--- src/rtl/serial_subtractor.sv ---
// Bit-serial subtractor: computes diff = a - b LSB-first, one bit per clock,
// with a single borrow flip-flop, a start/busy/done handshake and borrow/overflow flags.
module serial_subtractor #(
    parameter int WIDTH = 8
) (
    input  logic             clk,
    input  logic             rst,
    input  logic             start,
    input  logic [WIDTH-1:0] a,
    input  logic [WIDTH-1:0] b,
    output logic             busy,
    output logic             done,
    output logic [WIDTH-1:0] diff,
    output logic             bout,
    output logic             ovf
);

    localparam int CW = $clog2(WIDTH);
    localparam logic [CW-1:0] LAST = CW'(WIDTH - 1);

    typedef enum logic {
        IDLE,
        RUN
    } state_t;

    state_t           state, state_n;
    logic [WIDTH-1:0] ra, ra_n;
    logic [WIDTH-1:0] rb, rb_n;
    logic [WIDTH-1:0] diff_n;
    logic [CW-1:0]    cnt, cnt_n;
    logic             borrow, borrow_n;
    logic             sa, sa_n;
    logic             sb, sb_n;
    logic             busy_n, done_n, bout_n, ovf_n;
    logic             d, b_next;

    // Full-subtractor cell on the current LSBs.
    assign d      = ra[0] ^ rb[0] ^ borrow;
    assign b_next = (~ra[0] & rb[0]) | (~(ra[0] ^ rb[0]) & borrow);

    // NOTE: every output of this block gets a default first, so no path can leave a latch.
    always_comb begin
        state_n  = state;
        ra_n     = ra;
        rb_n     = rb;
        diff_n   = diff;
        cnt_n    = cnt;
        borrow_n = borrow;
        sa_n     = sa;
        sb_n     = sb;
        busy_n   = busy;
        done_n   = 1'b0;
        bout_n   = bout;
        ovf_n    = ovf;

        case (state)
            IDLE: begin
                if (start) begin
                    ra_n     = a;
                    rb_n     = b;
                    borrow_n = 1'b0;
                    cnt_n    = '0;
                    sa_n     = a[WIDTH-1];
                    sb_n     = b[WIDTH-1];
                    busy_n   = 1'b1;
                    state_n  = RUN;
                end
            end
            RUN: begin
                diff_n   = {d, diff[WIDTH-1:1]};
                borrow_n = b_next;
                ra_n     = ra >> 1;
                rb_n     = rb >> 1;
                cnt_n    = cnt + CW'(1);
                if (cnt == LAST) begin
                    // The last bit shifted in is the sign bit of the result.
                    state_n = IDLE;
                    busy_n  = 1'b0;
                    done_n  = 1'b1;
                    bout_n  = b_next;
                    ovf_n   = (sa != sb) & (d != sa);
                end
            end
            default: state_n = IDLE;
        endcase
    end

    // NOTE: sequential state uses non-blocking assignments so every register samples pre-edge values.
    always_ff @(posedge clk or posedge rst) begin
        if (rst) begin
            state  <= IDLE;
            ra     <= '0;
            rb     <= '0;
            diff   <= '0;
            cnt    <= '0;
            borrow <= 1'b0;
            sa     <= 1'b0;
            sb     <= 1'b0;
            busy   <= 1'b0;
            done   <= 1'b0;
            bout   <= 1'b0;
            ovf    <= 1'b0;
        end else begin
            state  <= state_n;
            ra     <= ra_n;
            rb     <= rb_n;
            diff   <= diff_n;
            cnt    <= cnt_n;
            borrow <= borrow_n;
            sa     <= sa_n;
            sb     <= sb_n;
            busy   <= busy_n;
            done   <= done_n;
            bout   <= bout_n;
            ovf    <= ovf_n;
        end
    end

endmodule

--- config.mk ---
export PLATFORM = sky130hd
export DESIGN_NAME = serial_subtractor
export DESIGN_NICKNAME = d
export VERILOG_FILES = /design/src/rtl/serial_subtractor.sv
export SDC_FILE = /design/constraint.sdc
export NUM_CORES = 1
export LEC_CHECK = 0
export CAP_MARGIN = 30
export CORE_MARGIN = 2
export CORE_UTILIZATION = 45
export CTS_CLUSTER_DIAMETER = 80
export DETAILED_ROUTE_END_ITERATION = 6
export PLACE_DENSITY_LB_ADDON = 0.08
export SETUP_SLACK_MARGIN = 0.05
export SYNTH_ARGS = -nofsm -noshare
export SYNTH_HDL_FRONTEND = slang
export SYNTH_SLANG_ARGS = --single-unit
--- constraint.sdc ---
create_clock -name clk -period 3.1 [get_ports clk]
set_clock_uncertainty 0.2 [all_clocks]
set_input_delay 0.62 -clock clk [delete_from_list [all_inputs] [get_ports clk]]
set_output_delay 0.62 -clock clk [all_outputs]
set_load 0.1 [all_outputs]
== Yosys cells after proc, flatten, opt, wreduce, memory -nomap -nowiden ==
Cells that the tools add are included.

* Bits in registers: 35
* Input port bits: 19
* Output and inout port bits: 12
* Word-level logic and storage cells: 46

* $add $sub $neg: 1
* Eq/ne operators: 5
* Multiplexer cells: 16
* Bitwise logic cells: 9
* Reduce and logical (&&, ||, !) cells: 3

{| class="wikitable"
|+ Operator list
! cell !! number
|-
| $pmux W8 S2 || 2
|-
| $mux W8 || 2
|-
| $mux W1 || 7
|-
| $pmux W1 S2 || 3
|-
| $pmux W3 S2 || 1
|-
| $reduce_and A2 Y1 || 3
|-
| $add A3 B1 Y3 const B || 1
|-
| $and A1 B1 Y1 || 3
|-
| $eq A3 B3 Y1 const B || 1
|-
| $mux W3 || 1
|-
| $not A1 Y1 || 3
|-
| $ne A1 B1 Y1 || 2
|-
| $ne A2 B1 Y1 const B || 1
|-
| $ne A2 B2 Y1 const B || 1
|-
| $xor A1 B1 Y1 || 2
|-
| $or A1 B1 Y1 || 1
|}

== Longest topological paths before layout ==
Gate-level depths: netlist of the first run.

* Depth after elaboration: 5
* Gate-level depth with buffers: 4
* Gate-level depth less buffers: 4

== Worst setup path after synthesis of the first run ==
OpenSTA, ideal clock, no wires.

* Path type: reg-to-output
* Start point: reg busy
* End point: out busy
* Arrival: 912 ps
* Data required time: 2280 ps
* Setup slack: 1368 ps
* Stages on the path, launching flop included: 1
* Path buffers: 0
* Cells stage by stage: dfrtp_1

{| class="wikitable"
|+ RTL lines
! what !! line !! text
|-
| from (decl) || 11 || <nowiki>output logic busy,</nowiki>
|-
| from (signal assigned) || 112 || <nowiki>busy <= busy_n;</nowiki>
|}

No word-level cell between the ends.

== Final worst setup path of the first run ==
* Start point: in start
* End point: reg sb

* Cells in the longest elaborated chain, start to end: 1

{| class="wikitable"
|+ RTL lines
! what !! line !! text
|-
| from (decl) || 8 || <nowiki>input logic start,</nowiki>
|-
| $reduce_and A2 Y1 (no line) || n/a ||
|-
| to (signal assigned) || 111 || <nowiki>sb <= sb_n;</nowiki>
|-
| to (decl) || 33 || <nowiki>logic sb, sb_n;</nowiki>
|}

Every way passes these cells.
A chain may end at the register's enable or synchronous reset.

==> parameters.txt, run 1 <==
Parameter                              Value

Run status
  Outcome    completed

Yosys
  Area share of the largest cell type after synthesis    0.5761
  Number of distinct library cell variants in the gate-level netlist after synthesis    24
  Post-Synthesis Net Count    150
  Synth Area per Inst    11.97 um^2
  Leading cell types by total area after synthesis    sky130_fd_sc_hd__dfrtp_1, sky130_fd_sc_hd__mux2i_1, sky130_fd_sc_hd__mux2_2
  Number of warnings issued by yosys    0
  Synthesized instance count    127
  Flip-flop and latch count after synthesis    35
  Cell type contributing the most total cell area after synthesis    sky130_fd_sc_hd__dfrtp_1
  Portion of the post-synthesis area used by sequential elements    0.5761
  Total standard cell area after synthesis    0.001520 mm^2

Job
  Max-cap violation count    0

Drt
  Antenna violation net count after detailed routing    0
  Initial DRC count    34
  Via count    1,019
  Number of optimization iterations in the first detailed-route pass    4
  Detailed-route DRC error count    0
  Number of vias per cell after detailed routing    4.899
  Final WL    2583 um
  Routed length per placed instance    12.42 um

Global route
  Largest net degree at the start of global routing    36
  Aggregate global routing overflow    0
  Antenna violations before repair    0
  Via count of the first global-routing pass    1,001
  GRT Resource Usage Total    0.1540
  Global-route wire length before repair    4609 um

Clocking
  Clock Sink Count    35
  Number of hold buffers added after cts    0
  Buffer count from post-CTS setup fixing    0
  H-Tree Depth    2
  Clk slew on worst S/H paths    0.11 ns
  CTS tree    yes
  Number of CTS-inserted buffers    5
  Skew-Pair Late Insertion Delay    0.33 ns
  Clock tree buffer depth    2
  Post-CTS resize count    0
  Clock Root Buffer    sky130_fd_sc_hd__clkbuf_4

Timing
  Fraction of the cycle the final worst path needs    0.6222
  Final setup fails    0
  Count of final max-slew check failures    0
  Final hold violations    0
  Setup repair after global routing missed its margin    false
  Setup TNS    0 ns
  Max Fclk    0.5184 GHz
  Final period demand of the worst path    1.929 ns
  Slew at the pin closest to its max-slew limit    0.4270 ns
  Relative slew slack    0.7153

Worst hold path
  Tightest Hold Check Type    reg2reg
  Min-delay src    ra[2]

Layout
  Most common cell after layout, fill and taps aside    sky130_fd_sc_hd__dfrtp_1
  Fraction of layout instances using a drive strength above 1    0.2037
  Fillers    309
  Commonest non-fill, non-tap cells in the layout    sky130_fd_sc_hd__dfrtp_1, sky130_fd_sc_hd__clkdlybuf4s50_1, sky130_fd_sc_hd__mux2i_1, sky130_fd_sc_hd__buf_4
  Ant. Diodes    0
  Post-layout util    0.5790
  Final Net Count    185
  Area overhead of the layout relative to synthesis    25.10%
  Final instance area    0.001902 mm^2

Die
  Horizontal die dimension    62.12 um
  Boundary pin count    31
  Placeable core area    0.003284 mm^2
  Starting density of the core    0.4629
  Placement row count    21
  Full die area    0.003859 mm^2
  Floorplan die height    62.12 um

Setup path
  Worst Path Max Fanout    12
  Delay of the slowest cell on the worst path    0.46 ns
  Reg2reg start    ra[0]
  Worst path slowest cell    sky130_fd_sc_hd__clkdlybuf4s50_1
  CP Launch Point    start
  CP cell instances    clkdlybuf4s50_1, buf_4, nor2b_1, mux2_2
  Worst Setup Start Kind    input pin
  Type of the worst setup path    in2reg
  Required time reported for the critical path endpoint    3.13 ns
  Data arrival time at the worst-slack endpoint    1.96 ns
  Critical Path End Type    flop

Place
  Number of input and output port buffers inserted    30
  DP HPWL    1843 um
  GPL Wtd Cong    0.6976
  Area after detailed placement    0.001846 mm^2
==> synth_stat cells (all sizes together) <==
library cell / number
nand3b: 1
mux2: 10
dfrtp: 35
a21o: 1
a31oi: 1
nand2: 15
nor2b: 1
and2: 1
clkbuf: 2
buf: 5
o22ai: 1
o21ai: 15
nand2b: 3
o31ai: 1
a22o: 1
inv: 5
a21oi: 3
mux2i: 17
or3b: 1
nor2: 4
ha: 3
fa: 1
==> worst max-delay path: cells and delay by family <==
family / cells / cell delay [ns]
multiplexers: 1 / 0.37
buffers and inverters: 2 / 0.66
AND/OR/NAND/NOR: 1 / 0.31
==> through the flow <==
stage	hold WS, ns	std cells	setup WS (ns)
final	0.2892	208	1.171
after detailed placement	0.2775	201	0.8164
after floorplan	0.2492	127	1.368
after CTS	0.2990	208	1.178
after global routing	0.3243	208	1.132
after global placement	0.2625	201	0.8992
==> metal layers <==
metal / vias up / GRT usage / routed length (um)
met4: 0 / 0.06667 / 23
met5: - / 0 / 0
li1: 503 / - / -
met3: 2 / 0.05616 / 124
met2: 20 / 0.2418 / 1211
met1: 494 / 0.1923 / 1222
==> cell type report <==
cell class | instances | area (um^2) | area share
inverter | 5 | 18.77 | 0.009868
clock inverter | 1 | 5.005 | 0.002632
clock buffer | 6 | 51.30 | 0.02697
tap | 46 | 57.56 | 0.03026
timing repair buffer | 35 | 307.8 | 0.1618
sequential | 35 | 875.8 | 0.4605
multi-input combinational | 80 | 585.6 | 0.3079
==> final timing paths <==
path,end,slack (ns),cells past startpoint
worst max-delay path,sb,1.17,4
worst min-delay path,ra[1],0.29,2
worst max register to register,ovf,1.37,3
worst min register to register,ra[1],0.29,2
max in group asynchronous,cnt[1],1.92,3
min in group asynchronous,bout,0.47,3
==> registers in the layout (all words and copies together) (netlist names), 3 cells and up <==
register  count
cnt           3
ra            8
diff          8
rb            8
==> cell families after synthesis <==
group                      share of synthesized area
AOI/OAI and AO/OA                            0.08313
and+or+nand+nor                              0.07819
adders and majority gates                    0.03786
DFF                                           0.5761
buffers and inverters                        0.03869
muxes                                         0.1860
Power of run 1 is not shown: default switching activity piles up to over one toggle a cycle in this logic, so the estimate is an artifact.
==> inputs of run 2 (changes only) <==
- clock period: 3.1 -> 1.5 ns (I/O delays scaled with it)
==> parameters.txt, run 2 (synthesis gave the netlist of run 1 again) <==
Parameter                              Value

Clocking
  Skew-Pair Late Insertion Delay    0.32 ns (was 0.33 ns)
  Number of CTS-inserted buffers    5 (unchanged)
  CTS tree    yes (unchanged)
  Clock Sink Count    35 (unchanged)
  Number of hold buffers added after cts    0 (unchanged)
  H-Tree Depth    2 (unchanged)
  Clock Root Buffer    sky130_fd_sc_hd__clkbuf_4 (unchanged)
  Clk slew on worst S/H paths    0.11 ns (about the same)
  Clock tree buffer depth    2 (unchanged)

Global route
  Global routing usage on met1    0.2133 (was 0.1923)
  Largest net degree at the start of global routing    36 (unchanged)
  Aggregate global routing overflow    0 (unchanged)
  Via count of the first global-routing pass    1,150 (was 1,001)
  Global-route track usage on met3    0.05435 (was 0.05616)
  Met2 Track Usage GR    0.2921 (was 0.2418)
  GRT Resource Usage Total    0.1737 (was 0.1540)
  Global-route wire length before repair    5285 um (was 4609 um)
  Antenna violations before repair    0 (unchanged)
  Busiest grt layer    met2 (unchanged)

Layout
  Commonest non-fill, non-tap cells in the layout    sky130_fd_sc_hd__dfrtp_1, sky130_fd_sc_hd__clkdlybuf4s50_1, sky130_fd_sc_hd__mux2i_1 (was sky130_fd_sc_hd__dfrtp_1, sky130_fd_sc_hd__clkdlybuf4s50_1, sky130_fd_sc_hd__mux2i_1, sky130_fd_sc_hd__buf_4)
  Post-layout util    0.6701 (was 0.5790)
  Area overhead of the layout relative to synthesis    44.77% (was 25.10%)
  Fraction of layout instances using a drive strength above 1    0.3125 (was 0.2037)
  Final instance area    0.002201 mm^2 (was 0.001902 mm^2)
  Ant. Diodes    0 (unchanged)
  Most common cell after layout, fill and taps aside    sky130_fd_sc_hd__dfrtp_1 (unchanged)
  Final Net Count    198 (was 185)
  Registers with the highest flip-flop counts    diff x8, ra x8, rb x8 (unchanged)
  Number of standard cells in the layout, taps in and fillers out    222 (was 208)

Drt
  Number of vias per cell after detailed routing    4.910 (was 4.899)
  Antenna violation net count after detailed routing    0 (unchanged)
  Via count    1,090 (was 1,019)
  Initial DRC count    37 (was 34)
  Detailed-route DRC error count    0 (unchanged)
  Routed length per placed instance    13.10 um (was 12.42 um)
  Final WL    2908 um (was 2583 um)
  Number of optimization iterations in the first detailed-route pass    4 (unchanged)

Place
  Area after detailed placement    0.002033 mm^2 (was 0.001846 mm^2)
  GPL Wtd Cong    0.7012 (was 0.6976)
  Cell count after placement    203 (was 201)
  Number of input and output port buffers inserted    30 (unchanged)
  Worst Setup Slack post-DPL    -0.2398 ns (was 0.8164 ns)
  DP HPWL    1980 um (was 1843 um)

Timing
  Final period demand of the worst path    1.655 ns
  Slew at the pin closest to its max-slew limit    0.2870 ns (was 0.4270 ns)
  Max Fclk    0.6043 GHz
  Final-layout worst hold slack    0.1061 ns (was 0.2892 ns)
  Final hold violations    0 (unchanged)
  Setup repair after global routing missed its margin    true (was false)
  Final Worst Setup Slack    -0.1548 ns (was 1.171 ns)
  Fraction of the cycle the final worst path needs    1.103
  Relative slew slack    0.8087 (was 0.7153)
  Setup TNS    -0.2604 ns (was 0 ns)
  Count of final max-slew check failures    0 (unchanged)
  Final setup fails    2 (was 0)

Setup path
  Required time reported for the critical path endpoint    1.56 ns (was 3.13 ns)
  Critical Path End Type    flop (unchanged)
  Worst Setup Start Kind    flop (was input pin)
  Type of the worst setup path    reg2reg (was in2reg)
  Data arrival time at the worst-slack endpoint    1.72 ns (was 1.96 ns)
  Worst Path Max Fanout    2 (was 12)

Die
  Boundary pin count    31 (unchanged)
  Placement row count    21 (unchanged)
  Full die area    0.003859 mm^2 (unchanged)
  Placeable core area    0.003284 mm^2 (unchanged)
  Horizontal die dimension    62.12 um (unchanged)
  Starting density of the core    0.4629 (unchanged)
  Floorplan die height    62.12 um (unchanged)

Job
  Max-cap violation count    0 (unchanged)

Power
  IR Drop Worst-Case VDD    1931 uV
  Power, Total    5.497 mW
  Cell Pwr Density    2498 mW/mm^2
  Cell leakage power    1.020 nW

Worst hold path
  Tightest Hold Check Type    in2async (was reg2reg)

Run status
  Failing checks    setup timing
  Outcome    finished, violations left (was completed)
run 2: layer usage:
layer / wire length (um) / share of wire
met1: 1323 / 0.45
met2: 1424 / 0.49
met3: 127 / 0.044
met4: 32 / 0.011
met5: 0 / 0
run 2: path summary, 6_finish.rpt:
check                      startpoint       to  slack (ns)  cells past startpoint
max                             ra[0]      ovf       -0.15                      3
min                               rst    ra[0]        0.11                      3
max reg2reg                     ra[0]      ovf       -0.15                      3
min reg2reg                     rb[1]    rb[0]        0.29                      2
max in group asynchronous         rst  diff[7]        0.81                      3
min in group clk                rb[1]    rb[0]        0.29                      2
run 2: power breakdown:
part | internal (mW) | switching (mW)
registers | 1.38 | 0.320
logic | 1.36 | 1.78
clock network | 0.354 | 0.295
run 2: final cells by class:
cell class	instances	area, um^2
clock buffer	7	45.04
inverter	5	18.77
multi-input combinational	80	591.8
tap	46	57.56
sequential	35	885.9
timing repair buffer	48	571.8
fill	277	1084
clock inverter	1	30.03
run 2: timing repair:
| action | CTS | global route |
|---|---|---|
| pin swaps | 1 | 0 |
| buffers inserted | 8 | 3 |
| gates resized for setup | 2 | 2 |
| setup endpoints to repair | 13 | 15 |
| endpoints found under the hold margin | 0 | 0 |
run 2: critical path, cell delays in order, from the launching register on:
cell and delay, ns:
sky130_fd_sc_hd__dfrtp_1 0.41, sky130_fd_sc_hd__fa_1 0.48, sky130_fd_sc_hd__or3b_1 0.37, sky130_fd_sc_hd__a31oi_1 0.13
Power figures use the tool's default switching activity.
==> inputs of run 3 (changes only) <==
- REMOVE_ABC_BUFFERS: default -> 1
==> parameters.txt, run 3 (synthesis gave the netlist of run 1 again) <==
Parameter                              Value

Clocking
  Number of CTS-inserted buffers    5 (unchanged)
  Clk slew on worst S/H paths    0.10 ns (was 0.11 ns)
  CTS tree    yes (unchanged)
  Clock Sink Count    35 (unchanged)
  Skew-Pair Late Insertion Delay    0.32 ns (about the same)
  Clock Root Buffer    sky130_fd_sc_hd__clkbuf_4 (unchanged)
  H-Tree Depth    2 (unchanged)
  Clock tree buffer depth    2 (unchanged)

Layout
  Fraction of layout instances using a drive strength above 1    0.2717 (was 0.3125)
  Register area    875.8 um^2 (was 885.9 um^2)
  Ant. Diodes    0 (unchanged)
  Registers with the highest flip-flop counts    diff x8, ra x8, rb x8 (unchanged)
  Final Net Count    195 (was 198)
  Fillers    272 (was 277)
  Commonest non-fill, non-tap cells in the layout    sky130_fd_sc_hd__dfrtp_1, sky130_fd_sc_hd__clkdlybuf4s50_1, sky130_fd_sc_hd__mux2i_1 (unchanged)
  Most common cell after layout, fill and taps aside    sky130_fd_sc_hd__dfrtp_1 (unchanged)
  Area overhead of the layout relative to synthesis    41.56% (was 44.77%)
  Multi-input logic area    600.6 um^2 (was 591.8 um^2)
  Number of standard cells in the layout, taps in and fillers out    219 (was 222)

Drt
  Number of optimization iterations in the first detailed-route pass    4 (unchanged)
  Initial DRC count    20 (was 37)
  Final WL    2708 um (was 2908 um)
  Number of vias per cell after detailed routing    4.863 (was 4.910)
  Detailed-route DRC error count    0 (unchanged)
  Via count    1,065 (was 1,090)
  Antenna violation net count after detailed routing    0 (unchanged)
  Routed length per placed instance    12.37 um (was 13.10 um)

Place
  Number of input and output port buffers inserted    30 (unchanged)
  GPL Wtd Cong    0.7109 (was 0.7012)
  Worst Setup Slack post-DPL    -0.2526 ns (was -0.2398 ns)
  Cell count after placement    203 (unchanged)
  DP HPWL    1936 um (was 1980 um)

Power
  Flop pwr share    0.321 (was 0.310)
  Switching portion of total power    0.4525 (was 0.4364)
  Power dissipated by switching net loads    2.369 mW (was 2.399 mW)
  Internal power    2.866 mW (was 3.098 mW)
  IR Drop Worst-Case VDD    1122 uV (was 1931 uV)
  Relative contribution of the clock network to total power    0.091 (was 0.118)
  Cell Pwr Density    2432 mW/mm^2 (was 2498 mW/mm^2)
  Comb power frac    0.588 (was 0.572)
  Cell leakage power    1.003 nW (was 1.020 nW)

Timing
  Final period demand of the worst path    1.736 ns (was 1.655 ns)
  Setup repair after global routing missed its margin    true (unchanged)
  Slew at the pin closest to its max-slew limit    0.2178 ns (was 0.2870 ns)
  Final Worst Setup Slack    -0.2363 ns (was -0.1548 ns)
  Count of final max-slew check failures    0 (unchanged)
  Fraction of the cycle the final worst path needs    1.158 (was 1.103)
  Max Fclk    0.5760 GHz (was 0.6043 GHz)
  Relative slew slack    0.8548 (was 0.8087)
  Final hold violations    0 (unchanged)
  Final setup fails    2 (unchanged)

Setup path
  Worst Path Max Fanout    2 (unchanged)
  Buffers plus inverters on the worst setup path    0 (unchanged)
  Category of cells accounting for the largest share of critical-path delay    adder cells (unchanged)
  Type of the worst setup path    reg2reg (unchanged)
  Worst Setup Start Kind    flop (unchanged)
  Required time reported for the critical path endpoint    1.55 ns (was 1.56 ns)
  Critical Path End Type    flop (unchanged)
  Worst reg2reg path endpoint    ovf (unchanged)
  CP cell instances    fa_1, or3b_1, a31oi_1 (unchanged)
  Reg2reg start    ra[0] (unchanged)
  Register-to-Register Setup Slack    -0.24 ns (was -0.15 ns)
  Worst path slowest cell    sky130_fd_sc_hd__fa_1 (unchanged)
  Worst Reg2Reg Path Length in Cells    3 (unchanged)
  Data arrival time at the worst-slack endpoint    1.79 ns (was 1.72 ns)
  Delay of the slowest cell on the worst path    0.52 ns (was 0.48 ns)

Job
  Max-cap violation count    0 (unchanged)

Global route
  Via count of the first global-routing pass    1,128 (was 1,150)
  Largest net degree at the start of global routing    36 (unchanged)
  Global-route wire length before repair    5085 um (was 5285 um)
  Aggregate global routing overflow    0 (unchanged)
  Antenna violations before repair    0 (unchanged)
  GRT Resource Usage Total    0.1676 (was 0.1737)

Die
  Starting density of the core    0.4629 (unchanged)
  Placeable core area    0.003284 mm^2 (unchanged)
  Boundary pin count    31 (unchanged)
  Horizontal die dimension    62.12 um (unchanged)
  Full die area    0.003859 mm^2 (unchanged)
  Placement row count    21 (unchanged)
  Floorplan die height    62.12 um (unchanged)

Run status
  Outcome    finished, violations left (unchanged)
  Failing checks    setup timing (unchanged)

Worst hold path
  Tightest Hold Check Type    in2async (unchanged)
-- run 3: routing by layer --
metal,vias up,track usage,share of wire
li1,524,-,-
met5,-,0,0
met2,21,0.2785,0.49
met1,515,0.2029,0.45
met3,5,0.05797,0.050
met4,0,0.06111,0.018
-- run 3: area by class of cell --
| type | instances | area share |
|---|---|---|
| multi-input cells | 80 | 0.2791 |
| clock inverters | 1 | 0.002326 |
| inverters | 5 | 0.008721 |
| flip-flops and latches | 35 | 0.4070 |
| clock buffers | 7 | 0.02093 |
| repair buffers | 45 | 0.2552 |
| well taps | 46 | 0.02674 |
-- run 3: power groups by stage --
| stage | clock network (mW) | logic [mW] | registers (mW) |
|---|---|---|---|
| 4_1_cts | 0.503 | 3.07 | 1.68 |
| 3_3_place_gp | 0 | 2.83 | 1.69 |
| 6_report | 0.474 | 3.08 | 1.68 |
| 5_1_grt | 0.550 | 3.29 | 1.74 |
| 2_1_floorplan | 0 | 0.665 | 2.79 |
| 3_5_place_dp | 0 | 2.88 | 1.73 |
-- run 3: worst register-to-register path: stages, from the launching register on --
cell and delay, ns:
sky130_fd_sc_hd__dfrtp_1 0.41, sky130_fd_sc_hd__fa_1 0.52, sky130_fd_sc_hd__or3b_1 0.37, sky130_fd_sc_hd__a31oi_1 0.16
-- run 3: through the flow --
stage	power [mW]	setup TNS (ns)	instance area, um^2	util	hold WS, ns
2_1_floorplan	3.456	-4.994	1480	-	0.1863
3_3_place_gp	4.524	-3.579	2023	0.6160	0.2600
3_5_place_dp	4.604	-3.851	2023	0.6160	0.2748
4_1_cts	5.258	-0.4065	2132	0.6491	0.09974
5_1_grt	5.572	-0.5223	2152	0.6552	0.1458
6_report	5.234	-0.3930	2152	0.6552	0.1100
-- run 3: how the worst max path moves through the flow --
stage / from / end / slack, ns / cells after the start
after floorplan: state / sa / -0.34 / 2
after global placement: start / sa / -0.25 / 3
after detailed placement: start / rb[6] / -0.25 / 4
after CTS: ra[0] / ovf / -0.25 / 3
after global routing: ra[0] / ovf / -0.33 / 3
final: ra[0] / ovf / -0.24 / 3
-- run 3: what timing repair did --
action,4_1_cts,5_1_grt
gates resized for setup,2,5
hold buffers,0,0
endpoints found under the setup margin,12,16
pin swaps,2,2
setup buffers,7,1
==> RTL change, RTL diff (flow settings as in run 3) <==
The parameter `WIDTH` goes from 8 to 32.
--- a/src/rtl/serial_subtractor.sv
+++ b/src/rtl/serial_subtractor.sv
@@ -1,7 +1,7 @@
 // Bit-serial subtractor: computes diff = a - b LSB-first, one bit per clock,
 // with a single borrow flip-flop, a start/busy/done handshake and borrow/overflow flags.
 module serial_subtractor #(
-    parameter int WIDTH = 8
+    parameter int WIDTH = 32
 ) (
     input  logic             clk,
     input  logic             rst,
Interface: changed (resized a, b and diff); port bits go from 31 to 103. No check against the original RTL was run, so the function may have changed too.
==> RTL change against run 3 <==
The flow still finishes with violations (negative setup slack). Area after synthesis grew to 3.1 times the old value. Worst setup slack gained 0.070 ns. Routed wire length grew to 3.8 times the old value. Cell count grew to 3.2 times the old value. Clock power grew to 3.4 times the old value. Die area grew to 3.0 times the old value. Sequential cell count grew 74. Fmax grew 4.2%. Largest power group unchanged. Utilization grew 2.6 points. Total power grew to 3.0 times the old value. Largest cell class unchanged. Final area grew to 3.3 times the old value. Combinational power grew to 2.9 times the old value. Highest routed layer unchanged.
==> RTL change: results (changes against run 3) <==
status finished, violations left (unchanged); failing checks negative setup slack (unchanged); first-pass GRT wire length 16300 um (was 5090 um); Placed Instances 636 (was 203); sequential cell area share 38.8% (was 40.7%); Non-Clock Buffer Area Fraction 30.0% (was 25.5%); dpl ws -0.234 ns (was -0.253 ns); Multi-Input Combinational 256 (was 80); setup ws final -0.166 ns (was -0.236 ns); area of placed instances 6410 um^2 (was 2020 um^2); top post-synthesis cells by area dfrtp_1 57%, mux2i_1 13%, mux2_2 8.0% (was dfrtp_1 58%, mux2i_1 11%, mux2_2 6.7%); maximum vdd drop 1.84 mV (was 1.12 mV); Signal buffers 167 (was 45); Yosys reg bits 109 (was 35); ratio of cells with drive above 1 in the final layout 29.0% (was 27.2%); worst reg-to-reg path cell count 4 (was 3); ClkCell Share 2.46% (was 2.33%); DR vias/cell 4.90 (was 4.86); Non-clk invs 7 (was 5); commonest cells in the netlist 109 x dfrtp_1, 70 x nand2_1, 64 x mux2i_1, 64 x o21ai_1, 34 x mux2_2 (was 35 x dfrtp_1, 17 x mux2i_1, 15 x nand2_1, 15 x o21ai_0, 9 x mux2_2); # port buffers 102 (was 30); fraction of area in multi-input gates 25.8% (was 27.9%); post-DR wirelength/cell 14.9 um (was 12.4 um); vias in the first global route 3491 (was 1128); Setup-failing EPs final 4 (was 2); # fillers 804 (was 272); CP max stage delay 0.48 ns (was 0.52 ns); Global Route Usage Sum 18.0% (was 16.8%); static leakage 0.00328 uW (was 0.00100 uW); register area share after synthesis 57.0% (was 57.6%); H-tree levels 3 (was 2); slew margin rel. 84.0% (was 85.5%); core area 10300 um^2 (was 3280 um^2); clk_lat worst skew 0.37 ns (was 0.32 ns); postcts setup bufs 23 (was 7); number of distinct library cells after synthesis 27 (was 24); DP HPWL 6710 um (was 1940 um); via count 3387 (was 1065); Post-CTS Resized 7 (was 2); Synth Instances 399 (was 127); Inserted Clock Buffers 9 (was 5); area of the multi-input gates 1820 um^2 (was 601 um^2); hold_buf cts 1 (was 0); Clock Tree Root clkbuf_8 (was clkbuf_4); Setup Total Neg Slack -0.342 ns (was -0.393 ns); final net count 621 (was 195); Top Registers diff (32), ra (32), rb (32) (was diff (8), ra (8), rb (8))
RTL change: changes by cell type in the layout (fill, tap and decap cells not counted), moves of 25 or more:
| cell | delta |
|---|---|
| mux2i_1 | +47 |
| nand2_1 | +54 |
| dfrtp_1 | +73 |
| buf_12 | +34 |
| clkdlybuf4s50_1 | +47 |
| buf_4 | +31 |
| mux2_2 | +25 |
| o21ai_1 | +65 |
RTL change: worst register-to-register path: stages, from the launching register on:
cell     delay, ns
dfrtp_1       0.38
inv_2         0.05
fa_1          0.48
or3b_1        0.36
a31oi_1       0.14
RTL change: where the power goes:
part	internal, uW	switching (uW)
clock network	611	1020
registers	4170	935
logic	3940	4930
RTL change: per-layer routing:
| metal | track usage, % | up-vias | part of all wire [%] |
|---|---|---|---|
| met3 | 6.81 | 5 | 7.7 |
| met4 | 4.45 | 0 | 0.68 |
| met5 | 0 | - | 0 |
| met2 | 28.4 | 77 | 48 |
| li1 | - | 1672 | - |
| met1 | 23.6 | 1633 | 44 |
RTL change: cell families (layout without fill, tap and decap cells):
family                   after synthesis  in the layout  share of synthesized area [%]
multiplexers                          98             98                           21.4
AND/OR/NAND/NOR                       79             79                           6.49
flip-flops                           109            109                           57.0
AO/OA/AOI/OAI                         73             73                           7.85
buffers and inverters                 34            190                           5.70
adder cells (fa/ha/maj)                4              4                           1.20
XOR/XNOR                               2              2                          0.366
RTL change: worst paths after layout:
path	startpoint	to	slack, ns
min in group asynchronous	rst	ra[28]	0.55
worst max-delay path	borrow	ovf	-0.17
worst min-delay path	start	borrow	0.06
worst max register to register	borrow	ovf	-0.17
max in group asynchronous	rst	rb[6]	0.11
worst min register to register	ra[24]	ra[23]	0.29
